File: config.mk
export PLATFORM = sky130hd
export DESIGN_NAME = arp_reply_encode
export DESIGN_NICKNAME = d
export VERILOG_FILES = /design/src/rtl/arp_reply_encode.sv
export SDC_FILE = /design/constraint.sdc
export NUM_CORES = 1
export LEC_CHECK = 0
export CORE_ASPECT_RATIO = 1.25
export CORE_MARGIN = 1.5
export CORE_UTILIZATION = 48
export CTS_CLUSTER_DIAMETER = 60
export DETAILED_ROUTE_END_ITERATION = 7
export PLACE_DENSITY = 0.81
export SKIP_CTS_REPAIR_TIMING = 1
export SYNTH_ARGS = -nofsm -noshare
export SYNTH_HDL_FRONTEND = slang
export SYNTH_SLANG_ARGS = --single-unit
File: constraint.sdc
create_clock -name clk -period 2.64 [get_ports clk]
set_clock_uncertainty 0.15 [all_clocks]
set_input_delay 0.396 -clock clk [delete_from_list [all_inputs] [get_ports clk]]
set_output_delay 0.396 -clock clk [all_outputs]
set_load 0.03 [all_outputs]
File: src/rtl/arp_reply_encode.sv
// arp_reply_encode: turns a decoded ARP request addressed to LOCAL_IP into a
// 28-byte ARP reply payload, streamed one byte per valid/ready transfer toward
// the Ethernet TX framer. One reply at a time; requests arriving while a reply
// is being sent are ignored.
// Optional build macro ARP_REPLY_STATS_EN adds reply_count/drop_count outputs.
module arp_reply_encode #(
    parameter logic [47:0] LOCAL_MAC = 48'h02_00_00_00_00_01,
    parameter logic [31:0] LOCAL_IP  = 32'hC0A8_0164
) (
    input  logic        clk,
    input  logic        rst_n,
    input  logic        req_valid,
    input  logic        req_err,
    input  logic [47:0] sha,
    input  logic [31:0] spa,
    input  logic [31:0] tpa,
    input  logic        tx_ready,
    output logic        tx_valid,
    output logic [7:0]  tx_data,
    output logic        tx_last,
`ifdef ARP_REPLY_STATS_EN
    output logic [15:0] reply_count,
    output logic [15:0] drop_count,
`endif
    output logic        busy
);

    localparam logic       ST_IDLE  = 1'b0;
    localparam logic       ST_SEND  = 1'b1;
    localparam logic [4:0] LAST_IDX = 5'd27;

    logic        state;
    logic [4:0]  cnt;
    logic [47:0] tha_r;
    logic [31:0] tpa_r;
    logic        req_ok;
    logic        xfer;
    logic [7:0]  byte_sel;

    // A request qualifies only if it is error-free and addressed to us.
    assign req_ok = req_valid && !req_err && (tpa == LOCAL_IP);
    assign xfer   = (state == ST_SEND) && tx_ready;

    // Frame sequencer: latch requester fields on a match, then step the byte
    // index on every accepted transfer until the 28th byte leaves.
    // NOTE: sequential state uses non-blocking (<=) so every register samples
    // pre-edge values regardless of statement order.
    always_ff @(posedge clk or negedge rst_n) begin
        if (!rst_n) begin
            state <= ST_IDLE;
            cnt   <= 5'd0;
            // NOTE: the latched address fields are cleared on reset so no stale
            // requester address is ever observable; they are plain flops, not RAM.
            tha_r <= 48'd0;
            tpa_r <= 32'd0;
        end else begin
            case (state)
                ST_IDLE: begin
                    if (req_ok) begin
                        state <= ST_SEND;
                        cnt   <= 5'd0;
                        tha_r <= sha;
                        tpa_r <= spa;
                    end
                end
                default: begin
                    if (xfer) begin
                        if (cnt == LAST_IDX) begin
                            state <= ST_IDLE;
                            cnt   <= 5'd0;
                        end else begin
                            cnt <= cnt + 5'd1;
                        end
                    end
                end
            endcase
        end
    end

    // Byte map: fixed ARP header, our addresses, then the latched requester.
    always_comb begin
        // NOTE: default assignment first so no path through the case leaves
        // byte_sel unassigned (which would infer a latch).
        byte_sel = 8'h00;
        case (cnt)
            5'd0:  byte_sel = 8'h00;
            5'd1:  byte_sel = 8'h01;
            5'd2:  byte_sel = 8'h08;
            5'd3:  byte_sel = 8'h00;
            5'd4:  byte_sel = 8'h06;
            5'd5:  byte_sel = 8'h04;
            5'd6:  byte_sel = 8'h00;
            5'd7:  byte_sel = 8'h02;
            5'd8:  byte_sel = LOCAL_MAC[47:40];
            5'd9:  byte_sel = LOCAL_MAC[39:32];
            5'd10: byte_sel = LOCAL_MAC[31:24];
            5'd11: byte_sel = LOCAL_MAC[23:16];
            5'd12: byte_sel = LOCAL_MAC[15:8];
            5'd13: byte_sel = LOCAL_MAC[7:0];
            5'd14: byte_sel = LOCAL_IP[31:24];
            5'd15: byte_sel = LOCAL_IP[23:16];
            5'd16: byte_sel = LOCAL_IP[15:8];
            5'd17: byte_sel = LOCAL_IP[7:0];
            5'd18: byte_sel = tha_r[47:40];
            5'd19: byte_sel = tha_r[39:32];
            5'd20: byte_sel = tha_r[31:24];
            5'd21: byte_sel = tha_r[23:16];
            5'd22: byte_sel = tha_r[15:8];
            5'd23: byte_sel = tha_r[7:0];
            5'd24: byte_sel = tpa_r[31:24];
            5'd25: byte_sel = tpa_r[23:16];
            5'd26: byte_sel = tpa_r[15:8];
            5'd27: byte_sel = tpa_r[7:0];
            default: byte_sel = 8'h00;
        endcase
    end

    // Outputs depend only on registered state, never on the req_* inputs.
    assign tx_valid = (state == ST_SEND);
    assign busy     = (state == ST_SEND);
    assign tx_last  = (state == ST_SEND) && (cnt == LAST_IDX);
    assign tx_data  = (state == ST_SEND) ? byte_sel : 8'h00;

`ifdef ARP_REPLY_STATS_EN
    // Statistics: completed replies and matching requests lost to a busy engine.
    always_ff @(posedge clk or negedge rst_n) begin
        if (!rst_n) begin
            reply_count <= 16'd0;
            drop_count  <= 16'd0;
        end else begin
            if (xfer && tx_last) begin
                reply_count <= reply_count + 16'd1;
            end
            if ((state == ST_SEND) && req_ok) begin
                drop_count <= drop_count + 16'd1;
            end
        end
    end
`endif

endmodule

==> qor.csv <==
stage;metric;value;unit
power;Sw Ratio;20.9;%
synthesis;Cell variety after synth;47;
setup_path;critical setup path kind;reg2out;
placement;Inst Count DP;619;
synthesis;Seq/Total Area, Yosys;50.0;%
job;Max-Cap Viols;0;
global_route;GRT met1 Usage;28.0;%
timing;Slew Limit Fails;0;
die;initial core utilization;49.5;%
global_route;GR Layer Usage met3;4.84;%
timing;Min Clock Period, post-route;2.85;ns
power;IR drop worst, VDD;0.420;mV
placement;Post-Place Worst Slack;-0.144;ns
placement;Port Buffer Count;127;
cells_and_area;commonest non-fill, non-tap cell in the layout;clkdlybuf4s50_1;
power;LEAKAGE;2.75;nW
cells_and_area;commonest cells after routing, fill and taps aside;clkdlybuf4s50_1 (117), dfrtp_1 (83), mux2_2 (69);
cells_and_area;Final Instance Count excl. Fillers;642;
placement;RePlAce Congestion;0.961;
timing;PnR worst setup slack;-0.215;ns
die;Die ar.;9550;um^2
synthesis;Async SR Flop Fraction;100;%
route;WL final;11800;um
global_route;global-route wire length before repair;17700;um
synthesis;register bit total from synthesis;86;
cells_and_area;number of diodes;0;
timing;Final setup viols;8;
worst_hold_path;type of the tightest min-delay check;reg2reg;
power;P_sw;0.000498;W
setup_path;Critical Path AT;2.31;ns
clock_network;CTS tree;built;
synthesis;Synth Warn #;0;
synthesis;Syn Std Cell Area;4300;um^2
route;Final ANT Viol Nets;0;
synthesis;number of synthesized flops with an enable pin;0;
timing;period utilization;108;%
synthesis;Synth Flop Type;dfrtp_1;
die;die width;87.7;um
placement;DP HPWL;8710;um
timing;fmax;350;MHz
die;core box area;8700;um^2
route;vias post-DR;3621;
route;via/cell ratio;5.64;
synthesis;Avg Cell Area, Syn;11.8;um^2
die;die height;109;um
timing;RSZ-0062 raised after global routing;true;
global_route;number of global-route vias before repair;3678;
route;DR pass1 iterations;4;
timing;worst-margin pin slew;0.572;ns
cells_and_area;nets;639;
route;per-cell routed wire length;18.4;um
clock_network;Clock Latency Late Sink;0.36;ns
status;failing checks;setup timing;
route;number of DRC markers in iteration 0;203;
global_route;largest net degree at the start of global routing;50;
clock_network;TritonCTS Buffers;9;
route;DRC;0;
clock_network;Root Driver;clkbuf_8;
status;status;finished with violations;
global_route;GRT overflow;0;
die;# rows;38;
setup_path;CP max FO;8;
global_route;global-route usage over all layers;24.8;%
timing;Hold Vio Cnt, Final;0;
clock_network;Reg clk slew, reported paths;0.08;ns
synthesis;Cells after Synth;366;
power;sequential share of power;55.1;%
clock_network;CTS H-tree lvls;3;
power;share of total power in the clock network;36.0;%
power;combinational share of power;8.9;%
power;power density over the cells;377;nW/um^2
global_route;M2 GR Usage;45.1;%
power;Int Power;0.00189;W
cells_and_area;synth-to-layout area growth;47.0;%
cells_and_area;share of layout cells above drive strength 1;31.8;%
timing;Slew HR;61.9;%
global_route;Most Crowded Layer GR;met2;
setup_path;crit end category;output pin;
global_route;antenna violations before repair;0;
synthesis;Post-Syn Nets;488;
die;Ports;128;
setup_path;required time worst endpoint;2.09;ns
setup_path;CP startpoint kind;register;
clock_network;CTS sink count;86;
clock_network;clock tree buffer depth;2;
power groups by stage:
| stage | clock, W | combinational (W) | sequential [W] |
|---|---|---|---|
| finish | 0.000859 | 0.000211 | 0.00132 |
| global route | 0.000944 | 0.000226 | 0.00132 |
| CTS | 0.000876 | 0.000214 | 0.00132 |
| detailed placement | 0 | 0.000213 | 0.00134 |
| global placement | 0 | 0.000210 | 0.00134 |
| floorplan | 0 | 0.00000523 | 0.00134 |
Yosys cell counts, types with 8 or more instances:
cell type  count  area, um^2
dfrtp_1       86        2150
mux2_2        69         777
nor2_1        21        78.8
nand2_1       20        75.1
a22oi_1       12        90.1
buf_2         11        55.1
mux2i_1       11         110
clkbuf_1      10        37.5
mux2_1        10         113
a21oi_1        9        45.0
o21ai_0        8        40.0
metal layers:
layer	up-vias	part of all wire, %
met5	-	0
met4	0	2.8
met3	24	6.1
met2	143	53
met1	1791	38
li1	1663	-
kinds of logic (layout without fill, tap and decap cells):
group                      count (synthesis)  count (layout)  share of synthesized area, %
and+or+nand+nor                           84              84                          10.1
buffers and inverters                     33             189                          3.81
DFF                                       86              86                          50.0
AOI/OAI and AO/OA                         68              68                          11.4
adders and majority gates                  5               5                          1.45
muxes                                     90              90                          23.2
worst paths after layout:
path / startpoint / end / slack (ns) / depth (start not counted)
worst max-delay path: cnt[0] / tx_data[3] / -0.21 / 8
min in group asynchronous: rst_n / tha_r[27] / 0.45 / 2
worst max register to register: busy / tha_r[35] / 0.38 / 5
worst min-delay path: tpa_r[28] / tpa_r[28] / 0.34 / 1
max in group asynchronous: rst_n / cnt[0] / 1.26 / 3
worst min register to register: tpa_r[28] / tpa_r[28] / 0.34 / 1
worst max-delay path, stage by stage (launching register included):
cell and delay (ns):
dfrtp_2 0.46, inv_1 0.16, ha_4 0.22, nor2b_2 0.21, o41ai_2 0.09, o221a_2 0.32, buf_6 0.14, a31oi_2 0.18
buf_6 0.16
through the flow:
stage	area [um^2]	hold slack [ns]	utilization (%)	total power (W)	setup TNS, ns
6_report	6330	0.340	72.7	0.00239	-1.50
3_5_place_dp	5910	0.282	67.9	0.00155	-1.01
2_1_floorplan	4340	-0.0496	-	0.00135	-0.733
3_3_place_gp	5910	0.274	67.9	0.00155	-0.260
5_1_grt	6330	0.358	72.7	0.00249	-1.85
4_1_cts	6100	-0.101	70.1	0.00241	-3.05
area by class of cell:
cell class	instances	area, um^2
clock inverters	3	17.5
repair buffers	167	1650
flip-flops and latches	86	2160
well taps	120	150
fillers	597	2370
multi-input cells	247	2170
clock buffers	13	169
inverters	6	22.5
flip-flops by register name, summed over array words and instances (netlist names):
register / cells
tha_r: 48
tpa_r: 32
cnt: 5
busy: 1
Note: power is estimated with default switching activity, not from simulation.
